$ cat config.mk
export PLATFORM = sky130hd
export DESIGN_NAME = adc_serial_responder_flat
export DESIGN_NICKNAME = d
export VERILOG_FILES = /design/src/rtl/adc_serial_responder_if.sv /design/src/rtl/adc_serial_responder.sv /design/src/flat_wrapper.sv
export SDC_FILE = /design/constraint.sdc
export NUM_CORES = 1
export LEC_CHECK = 0
export ABC_AREA = 1
export CAP_MARGIN = 20
export CELL_PAD_IN_SITES_DETAIL_PLACEMENT = 0
export CELL_PAD_IN_SITES_GLOBAL_PLACEMENT = 1
export CORE_UTILIZATION = 35
export CTS_CLUSTER_DIAMETER = 50
export DETAILED_ROUTE_END_ITERATION = 16
export PLACE_DENSITY_LB_ADDON = 0.3
export SLEW_MARGIN = 20
export SYNTH_ARGS = -nofsm -noshare
export SYNTH_HDL_FRONTEND = slang
export SYNTH_SLANG_ARGS = --single-unit
$ cat constraint.sdc
create_clock -name clk -period 3.7 [get_ports clk]
set_clock_uncertainty 0.05 [all_clocks]
set_input_delay 0.37 -clock clk [delete_from_list [all_inputs] [get_ports clk]]
set_output_delay 0.37 -clock clk [all_outputs]
set_load 0.02 [all_outputs]
$ cat src/rtl/adc_serial_responder_if.sv
// Handshake and serial-line bundle for adc_serial_responder.
// master = local word source plus link receiver, slave = the responder.
interface adc_serial_responder_if #(
    parameter int WIDTH = 12
);
    logic             rc_in;
    logic [WIDTH-1:0] word_in;
    logic             word_valid;
    logic             word_ready;
    logic             data_out;
    logic             busy;
    logic             frame_done;
    logic             stale;
    logic             stale_clr;
    logic [1:0]       dbg_state;

    // word_in transfers on any edge where word_valid && word_ready; word_ready is high only
    // while the one-deep holding register is empty, and word_in/word_valid are held until then.
    modport master (
        output rc_in, word_in, word_valid, stale_clr,
        input  word_ready, data_out, busy, frame_done, stale, dbg_state
    );

    modport slave (
        input  rc_in, word_in, word_valid, stale_clr,
        output word_ready, data_out, busy, frame_done, stale, dbg_state
    );
endinterface

$ cat src/rtl/adc_serial_responder.sv
// ADC stand-in for the ADS7808-style serial read link: each R/C rising edge sends one
// WIDTH-bit word MSB first on data_out, optionally inverted for the board buffers.
module adc_serial_responder #(
    parameter int WIDTH       = 12,
    parameter int SYNC_CYCLES = 2,
    parameter bit INVERT      = 1'b1
) (
    input  logic                  clk,
    input  logic                  rst,
    adc_serial_responder_if.slave bus
);
    localparam int BW = $clog2(WIDTH) + 1;
    localparam int SW = $clog2(SYNC_CYCLES) + 1;
    localparam logic [BW-1:0] BIT_LAST  = BW'(WIDTH - 1);
    localparam logic [SW-1:0] SYNC_LAST = SW'(SYNC_CYCLES - 1);
    localparam logic          IDLE_LVL  = INVERT;

    typedef enum logic [1:0] {
        S_IDLE  = 2'd0,
        S_SYNC  = 2'd1,
        S_SHIFT = 2'd2
    } state_t;

    state_t           r_state;
    state_t           w_next;
    logic             r_rc;
    logic             r_hold_full;
    logic [WIDTH-1:0] r_hold;
    logic [WIDTH-1:0] r_last;
    logic [WIDTH-1:0] r_shift;
    logic [BW-1:0]    r_bit;
    logic [SW-1:0]    r_sync;
    logic             r_data;
    logic             r_done;
    logic             r_stale;

    logic w_req;
    logic w_start;
    logic w_sync_end;
    logic w_shifting;
    logic w_shift_end;

    // A request is rc_in seen low on one edge and high on the next; held-high rc_in never retriggers.
    assign w_req       = bus.rc_in & ~r_rc;
    assign w_start     = (r_state == S_IDLE) & w_req;
    assign w_sync_end  = (r_state == S_SYNC) & (r_sync == SYNC_LAST);
    assign w_shift_end = (r_state == S_SHIFT) & (r_bit == BIT_LAST);
    assign w_shifting  = w_sync_end | ((r_state == S_SHIFT) & ~w_shift_end);

    always_ff @(posedge clk) begin
        if (rst) begin
            r_state <= S_IDLE;
        end else begin
            r_state <= w_next;
        end
    end

    always_comb begin
        w_next = r_state;
        case (r_state)
            S_IDLE:  if (w_req)       w_next = S_SYNC;
            S_SYNC:  if (w_sync_end)  w_next = S_SHIFT;
            S_SHIFT: if (w_shift_end) w_next = S_IDLE;
            default:                  w_next = S_IDLE;
        endcase
    end

    always_comb begin
        bus.busy       = (r_state != S_IDLE);
        bus.word_ready = ~r_hold_full;
        bus.data_out   = r_data;
        bus.frame_done = r_done;
        bus.stale      = r_stale;
        bus.dbg_state  = r_state;
    end

    always_ff @(posedge clk) begin
        if (rst) begin
            r_rc        <= 1'b0;
            r_hold_full <= 1'b0;
            r_hold      <= '0;
            r_last      <= '0;
            r_shift     <= '0;
            r_bit       <= '0;
            r_sync      <= '0;
            r_data      <= IDLE_LVL;
            r_done      <= 1'b0;
            r_stale     <= 1'b0;
        end else begin
            r_rc   <= bus.rc_in;
            r_done <= w_shift_end;

            // A frame start with an empty holding register leaves it free to load on the same edge.
            if (w_start && r_hold_full) begin
                r_last      <= r_hold;
                r_hold_full <= 1'b0;
            end else if (bus.word_valid && !r_hold_full) begin
                r_hold      <= bus.word_in;
                r_hold_full <= 1'b1;
            end

            if (w_start) begin
                r_shift <= r_hold_full ? r_hold : r_last;
            end else if (w_shifting) begin
                r_shift <= {r_shift[WIDTH-2:0], 1'b0};
            end

            r_data <= w_shifting ? (r_shift[WIDTH-1] ^ INVERT) : IDLE_LVL;

            if (w_start) begin
                r_sync <= '0;
            end else if ((r_state == S_SYNC) && !w_sync_end) begin
                r_sync <= r_sync + SW'(1);
            end

            if (w_sync_end) begin
                r_bit <= '0;
            end else if (w_shifting) begin
                r_bit <= r_bit + BW'(1);
            end

            // Set wins over a simultaneous clear so a starved frame is never lost.
            if (w_start && !r_hold_full) begin
                r_stale <= 1'b1;
            end else if (bus.stale_clr) begin
                r_stale <= 1'b0;
            end
        end
    end
endmodule

$ cat src/flat_wrapper.sv
// flat-port wrapper written by rule: the top's interface ports become plain ports
module adc_serial_responder_flat 
#(
    parameter int WIDTH       = 12,
    parameter int SYNC_CYCLES = 2,
    parameter bit INVERT      = 1'b1
)
  (clk, rst, bus_rc_in, bus_word_in, bus_word_valid, bus_stale_clr, bus_word_ready, bus_data_out, bus_busy, bus_frame_done, bus_stale, bus_dbg_state);
  adc_serial_responder_if #(.WIDTH(WIDTH)) bus_i ();
  input  logic clk;
  input  logic rst;
  input wire logic [$bits(bus_i.rc_in)-1:0] bus_rc_in;
  input wire logic [$bits(bus_i.word_in)-1:0] bus_word_in;
  input wire logic [$bits(bus_i.word_valid)-1:0] bus_word_valid;
  input wire logic [$bits(bus_i.stale_clr)-1:0] bus_stale_clr;
  output wire logic [$bits(bus_i.word_ready)-1:0] bus_word_ready;
  output wire logic [$bits(bus_i.data_out)-1:0] bus_data_out;
  output wire logic [$bits(bus_i.busy)-1:0] bus_busy;
  output wire logic [$bits(bus_i.frame_done)-1:0] bus_frame_done;
  output wire logic [$bits(bus_i.stale)-1:0] bus_stale;
  output wire logic [$bits(bus_i.dbg_state)-1:0] bus_dbg_state;
  assign bus_i.rc_in = bus_rc_in;
  assign bus_i.word_in = bus_word_in;
  assign bus_i.word_valid = bus_word_valid;
  assign bus_i.stale_clr = bus_stale_clr;
  assign bus_word_ready = bus_i.word_ready;
  assign bus_data_out = bus_i.data_out;
  assign bus_busy = bus_i.busy;
  assign bus_frame_done = bus_i.frame_done;
  assign bus_stale = bus_i.stale;
  assign bus_dbg_state = bus_i.dbg_state;
  adc_serial_responder #(.WIDTH(WIDTH), .SYNC_CYCLES(SYNC_CYCLES), .INVERT(INVERT)) u_core (.clk(clk), .rst(rst), .bus(bus_i));
endmodule
# Word-level counts from Yosys, hierarchy flattened
# Index checks and enable logic that the tools add are counted.
[totals]
regBits = 50
wordCells = 57
[classes]
n_addsub = 2
eq_ne = 7
n_mux = 9
bitwise = 12
n_reduce_logical = 16
[ops]
columns = ["op", "count"]
rows = [
  ["2-to-1 mux 12 bit", 3],
  ["OR reduction 2 bit", 4],
  ["2-to-1 mux 2 bit", 3],
  ["!= test 2 x 1 -> 1 bit, second input constant", 3],
  ["NOT 1 bit", 6],
  ["one-hot mux 2 bit (3 select lines)", 1],
  ["nonzero test 2 bit", 3],
  ["adder 5 x 1 -> 5 bit, second input constant", 1],
  ["AND 1 bit", 5],
  ["== test 5 x 4 -> 1 bit, second input constant", 1],
  ["== test 2 x 1 -> 1 bit, second input constant", 2],
  ["logical AND 1 bit", 4],
  ["AND reduction 3 bit", 1],
  ["adder 2 x 1 -> 2 bit, second input constant", 1],
  ["== test 2 bit, second input constant", 1],
  ["zero test 1 bit", 2],
  ["zero test 2 bit", 1],
  ["2-to-1 mux 1 bit", 2],
  ["AND reduction 2 bit", 1],
  ["OR 1 bit", 1],
]

# Depth between registers and ports, before layout
[depth]
ltp_word = 7
depth_mapped = 10

# Least setup slack after synthesis
# OpenSTA, ideal clock, no wires.
[synth_timing]
path_type = "flip-flop to flip-flop"
startpoint = "reg u_core.r_state[0] (netlist: u_core.bus.dbg_state[0])"
endpoint = "reg u_core.r_shift[8]"
t_arrival_ns = 1.200
t_required_ns = 3.539
slack_ns = 2.338
stages_incl_launch_ff = 9
path_buffers = 1
path_cell_list = "dfxtp_1 > inv_1 > nand2_2 > nor2_4 > buf_6 > nand2_1 > o21ai_0 > nor2_1 > nor2_1"
[synth_between]
elab_chain_len = 6
[synth_rtl]
columns = ["item", "line", "text"]
rows = [
  ["start, declared", "adc_serial_responder.sv:24", "state_t r_state;"],
  ["start signal, assigned", "adc_serial_responder.sv:54", "r_state <= w_next;"],
  ["== test 2 bit", "adc_serial_responder.sv:47, adc_serial_responder.sv:48", ""],
  ["AND 1 bit", "adc_serial_responder.sv:47", "assign w_shift_end = (r_state == S_SHIFT) & (r_bit == BIT_LAST);"],
  ["NOT 1 bit", "adc_serial_responder.sv:48", "assign w_shifting = w_sync_end | ((r_state == S_SHIFT) & ~w_shift_end);"],
  ["AND 1 bit", "adc_serial_responder.sv:48", ""],
  ["OR 1 bit", "adc_serial_responder.sv:48", ""],
  ["nonzero test 2 bit (no source line)", "-", ""],
  ["end signal, assigned", "adc_serial_responder.sv:103", "r_shift <= r_hold_full ? r_hold : r_last;"],
  ["end signal, assigned", "adc_serial_responder.sv:105", "r_shift <= {r_shift[WIDTH-2:0], 1'b0};"],
  ["end, declared", "adc_serial_responder.sv:30", "logic [WIDTH-1:0] r_shift;"],
]
# Parallel ways exist; a longest one is shown, timed or not.
# A chain may end at the register's enable or synchronous reset.

# Worst setup path in the final report
[layout_timing]
startpoint = "reg u_core.r_hold_full"
endpoint = "out bus_word_ready"
[layout_between]
elab_chain_len = 1
[layout_rtl]
columns = ["item", "line", "text"]
rows = [
  ["start, declared", "adc_serial_responder.sv:27", "logic r_hold_full;"],
  ["start signal, assigned", "adc_serial_responder.sv:80", "r_hold_full <= 1'b0;"],
  ["start signal, assigned", "adc_serial_responder.sv:96", "r_hold_full <= 1'b0;"],
  ["start signal, assigned", "adc_serial_responder.sv:99", "r_hold_full <= 1'b1;"],
  ["NOT 1 bit", "adc_serial_responder.sv:70", "bus.word_ready = ~r_hold_full;"],
  ["end, declared", "flat_wrapper.sv:16", "output wire logic [$bits(bus_i.word_ready)-1:0] bus_word_ready;"],
]
# Every way passes these cells.

==> flow_metrics.env <==
export IMPL_dpl_hpwl_um=2990
export IMPL_max_freq_ghz=0.438
export IMPL_io_pins=24
export IMPL_cts_made_buffers=5
export IMPL_dieArea_um2=6840
export IMPL_die_height_um=82.7
export IMPL_fin_tns_setup_ns=0
export IMPL_synthTopCellsByArea="dfxtp_1, nand2_1, nor2_1"
export IMPL_status="completed"
export IMPL_powerDensity_nw_per_um2=438
export IMPL_fin_crit_sh=0.617
export IMPL_clock_sinks=50
export IMPL_worst_hold_path_type="reg2reg"
export IMPL_placed_area_um2=2480
export IMPL_worstPathCellList="inv_2, clkdlybuf4s50_1"
export IMPL_grt_start_max_net_pins=30
export IMPL_grt_remaining_overflow=0
export IMPL_met3_usage=0.0363
export IMPL_setup_violations=0
export IMPL_final_design_area_no_fill_um2=2590
export IMPL_yosys_register_bits=50
export IMPL_cts_tree="built"
export IMPL_synth_area_leader_cell="dfxtp_1"
export IMPL_routabilityCongestion=0.710
export IMPL_grt_pass1_vias=1728
export IMPL_postCtsSetupBuffers=0
export IMPL_hold_worst_slack_ns=0.346
export IMPL_min_period_ns=2.28
export IMPL_layout_common_cells="nand2_1, nor2_1, dfxtp_1, o21ai_0, inv_1"
export IMPL_critPathMaxStageDelay_ns=0.81
export IMPL_use_met2=0.231
export IMPL_fin_cells=407
export IMPL_numPortBuffers=23
export IMPL_worst_pin_slew_ns=0.746
export IMPL_core_um2=6310
export IMPL_syn_cell_area_um2=2280
export IMPL_pwr_share_comb=0.141
export IMPL_ys_types=27
export IMPL_wl_per_cell_um=10.9
export IMPL_maxSlewViolCount=0
export IMPL_critPathLaunchType="flip-flop"
export IMPL_syn2layout_area_growth_pct=13.8
export IMPL_cp_max_fo=25
export IMPL_cts_clk_slew_worst_paths_ns=0.09
export IMPL_final_hold_violation_count=0
export IMPL_drv_cap=0
export IMPL_nets=348
export IMPL_clockBufferDepth=2
export IMPL_worstSetupPathType="reg2out"
export IMPL_drc=0
export IMPL_pwr_share_clk=0.337
export IMPL_num_antenna_cells=0
export IMPL_intPower_w=0.000835
export IMPL_synth_warnings=0
export IMPL_syn_area_per_cell_um2=7.19
export IMPL_die_x_um=82.7
export IMPL_worst_path_buf_inv=2
export IMPL_crit_required_ns=3.28
export IMPL_clockRootBuffer="clkbuf_8"
export IMPL_vias=1898
export IMPL_rsz0062_at_grt="false"
export IMPL_worst_ir_drop_vdd_mv=0.158
export IMPL_ys_seq_area_frac=0.439
export IMPL_synth_top_area_frac=0.439
export IMPL_dr_pass1_iters=4
export IMPL_endpoint_kind="primary output"
export IMPL_num_fill_cells=708
export IMPL_track_usage=0.149
export IMPL_postRouteAntennaNets=0
export IMPL_synthesis_nets=336
export IMPL_htreeDepth=2
export IMPL_top_usage_layer="met2"
export IMPL_critical_path_top_delay_family="flip-flops"
export IMPL_antenna_found_initial=0
export IMPL_dp_cells=399
export IMPL_pwr_share_seq=0.522
export IMPL_cts_hold_buffers_added=0
export IMPL_arrival_ns=1.86
export IMPL_slowest_stage="dfxtp_1"
export IMPL_p_leak_nw=1.02
export IMPL_switchingPower_w=0.000301
export IMPL_power_w=0.00114
export IMPL_start_util=0.361
export IMPL_max_slew_margin=0.502
export IMPL_grt_pass1_wl_um=7840
export IMPL_cts_resized=0
export IMPL_synth_cells=317
export IMPL_rows=29
export IMPL_use_met1=0.201
export IMPL_drt_total_wl_um=4440
export IMPL_switching_share=0.265
export IMPL_final_layout_size_suffix_gt1_frac=0.0667
export IMPL_layout_commonest_cell="nand2_1"
export IMPL_clk_latency_ns=0.30
export IMPL_vias_per_cell=4.66
export IMPL_drt_first_iter_violations=105
[synth_stat cells, drive strengths merged]
cell type,number
nor4,1
o211ai,1
a21oi,12
or2,2
xnor2,2
xor2,1
ha,2
nand2,62
nor2,55
o21ai,44
nand4,12
o21a,1
clkbuf,2
buf,17
dfxtp,50
nand3,18
inv,35
[power groups by stage]
| stage | Sequential (W) | Combinational [W] | Clock, W |
|---|---|---|---|
| finish | 0.000593 | 0.000161 | 0.000382 |
| global route | 0.000598 | 0.000185 | 0.000419 |
| CTS | 0.000593 | 0.000164 | 0.000397 |
| detailed placement | 0.000606 | 0.000163 | 0 |
| global placement | 0.000605 | 0.000163 | 0 |
| floorplan | 0.000598 | 0.000129 | 0 |
[layout make-up]
cell class                 instances  area [µm²]  share of cell area
inverter                          35         131              0.0507
sequential                        50        1000               0.386
clock buffer                       5        68.8              0.0265
multi-input combinational        213        1020               0.393
clock inverter                     3        40.0              0.0154
timing repair buffer              24         238              0.0917
tap                               77        96.3              0.0371
[routing by layer]
| layer | share of wire | vias up |
|---|---|---|
| li1 | - | 1032 |
| met2 | 0.43 | 23 |
| met1 | 0.53 | 837 |
| met5 | 0 | - |
| met3 | 0.029 | 6 |
| met4 | 0.013 | 0 |
[final timing paths]
| kind | from | endpoint | slack (ns) | cells after the start |
|---|---|---|---|---|
| setup / recovery | u_core.r_hold_full$_SDFFE_PP0P_ | bus_word_ready | 1.42 | 2 |
| hold / removal | u_core.r_shift[11]$_SDFFE_PP0P_ | u_core.bus.data_out$_SDFF_PP1_ | 0.35 | 1 |
| setup reg to reg | u_core.r_hold_full$_SDFFE_PP0P_ | u_core.r_last[0]$_SDFFE_PP0P_ | 1.72 | 5 |
| hold reg to reg | u_core.r_shift[11]$_SDFFE_PP0P_ | u_core.bus.data_out$_SDFF_PP1_ | 0.35 | 1 |
[flip-flops by register name, summed over array words and instances (netlist names)]
signal / count
u_core.r_rc: 1
u_core.bus.frame_done: 1
u_core.r_hold: 12
u_core.r_bit: 5
u_core.bus.data_out: 1
u_core.bus.dbg_state: 2
u_core.r_shift: 12
u_core.r_sync: 2
u_core.bus.stale: 1
u_core.r_last: 12
u_core.r_hold_full: 1
[cells by family (layout without fill, tap and decap cells)]
family,Yosys count,in the layout,synth area share
AO/OA/AOI/OAI,58,58,0.134
AND/OR/NAND/NOR,150,150,0.290
XOR/XNOR,3,3,0.0115
adder cells (fa/ha/maj),2,2,0.0110
buffers and inverters,54,67,0.114
flip-flops,50,50,0.439
[stage by stage]
stage                util  setup slack, ns
floorplan               -             2.34
global placement    0.394             1.42
detailed placement  0.394             1.36
CTS                 0.411             1.38
global route        0.411             1.23
finish              0.411             1.42
(Power assumes the default switching activity.)
==> variant, RTL diff (config.mk and constraints unchanged) <==
`INVERT` is set to 1'b1 in 2 places; all go to 1'b0.
--- a/src/rtl/adc_serial_responder.sv
+++ b/src/rtl/adc_serial_responder.sv
@@ -3,7 +3,7 @@
 module adc_serial_responder #(
     parameter int WIDTH       = 12,
     parameter int SYNC_CYCLES = 2,
-    parameter bit INVERT      = 1'b1
+    parameter bit INVERT      = 1'b0
 ) (
     input  logic                  clk,
     input  logic                  rst,
--- a/src/flat_wrapper.sv
+++ b/src/flat_wrapper.sv
@@ -3,7 +3,7 @@
 #(
     parameter int WIDTH       = 12,
     parameter int SYNC_CYCLES = 2,
-    parameter bit INVERT      = 1'b1
+    parameter bit INVERT      = 1'b0
 )
   (clk, rst, bus_rc_in, bus_word_in, bus_word_valid, bus_stale_clr, bus_word_ready, bus_data_out, bus_busy, bus_frame_done, bus_stale, bus_dbg_state);
   adc_serial_responder_if #(.WIDTH(WIDTH)) bus_i ();
Function: changed (Yosys sat finds a counterexample within 4 cycles, from zero or initial values and one cycle with rst high).
==> variant against the unedited design <==
Die area up 2.1%. Highest routed layer unchanged. Clock power fell by 12%. Largest power group unchanged. Utilization up 0.12 points. Sequential cell count did not move. Combinational power up 6%. Total power decreased by 3.3%. Worst hold slack gained 57 ps. Critical path type unchanged. Setup slack better by 32 ps. Synthesized area is 2.2% higher. Routed wire length increased by 1.6%. Cell area up 1.4%.
==> variant: results (changes against the unedited design) <==
gate count after technology mapping=320 (+0.95%); placed cell area=2540 um2 (+2.1%); nets=352 (+1.1%); vias in the first global route=1834 (+6.1%); register area share after synthesis=0.430 (-0.00943); first-pass GRT wire length=8.22 mm (+4.9%); Mapped Nets=339 (+0.89%); largest net degree at the start of global routing=41 (+37%); DRT iter0 DRCs=101 (-3.8%); P_leak=0.00106 uW (+3.6%); Yosys cell types=29 (+7.4%); outcome=finished, final reports clean; gr usage total=0.142 (-0.00662); Worst EP arrival=1830 ps (-30 ps); Post-synth top cells=nand2_1 (58), nor2_1 (51), dfxtp_1 (50); via/cell ratio=4.68 (+0.44%); final std cells w/o fill=411 (+0.98%); Fillers=695 (-1.8%); share of layout cells above drive strength 1=0.108 (+0.0411); worst-margin pin slew=709 ps (-37.1 ps); DPL Wire Length=2.97 mm (-0.71%); Worst VDD drop=0.200 mV (+27%); switching share of power=0.280 (+0.0154); top cells by area, synth=dfxtp_1 (43%), nand2_1 (9.3%), nor2_1 (8.2%); pre-CTS WS=1330 ps (-37.0 ps); CP max stage delay=790 ps (-20 ps); dpl cells=403 (+1.0%); WL per Instance=11.0 um (+0.61%); H-tree levels=2 (unchanged)
[variant: cell type report]
type                    instances  area [um2]  share of cell area
clock inverters                 2        12.5             0.00476
inverters                      38         143              0.0542
repair buffers                 24         238              0.0903
clock buffers                   6        82.6              0.0314
well taps                      77        96.3              0.0366
multi-input cells             214        1060               0.402
flip-flops and latches         50        1000               0.380
[variant: logic make-up (layout without fill, tap and decap cells)]
logic type | after synthesis | after routing | share of synthesized area
buffers and inverters | 56 | 70 | 0.116
XOR/XNOR | 3 | 3 | 0.0113
AND/OR/NAND/NOR | 153 | 153 | 0.295
AO/OA/AOI/OAI | 56 | 56 | 0.137
flip-flops | 50 | 50 | 0.430
adder cells (fa/ha/maj) | 2 | 2 | 0.0107
[variant: metal layers]
metal,vias up,part of all wire,GRT usage
met3,8,0.028,0.0297
met2,27,0.43,0.228
met4,0,0.013,0.0493
met1,850,0.53,0.190
li1,1040,-,-
met5,-,0,0
[variant: critical path: cells and delay by family, from the launching register on]
kind     cells  cell delay (ps)
buf+inv      2              740
flops        1              790
[variant: power by group through the flow]
stage	registers [uW]	clock network (uW)	logic (uW)
after global routing	598	368	197
after floorplan	599	0	136
after detailed placement	606	0	171
after global placement	605	0	170
after CTS	593	348	172
final	592	336	170
[variant: path summary, 6_finish.rpt]
check / cells past startpoint / endpoint / start / slack [ps]
max: 2 / bus_word_ready / u_core.r_hold_full / 1450
min: 2 / u_core.bus.data_out / u_core.r_shift[11] / 400
max reg2reg: 5 / u_core.r_last[0] / u_core.r_hold_full / 1590
min reg2reg: 2 / u_core.bus.data_out / u_core.r_shift[11] / 400
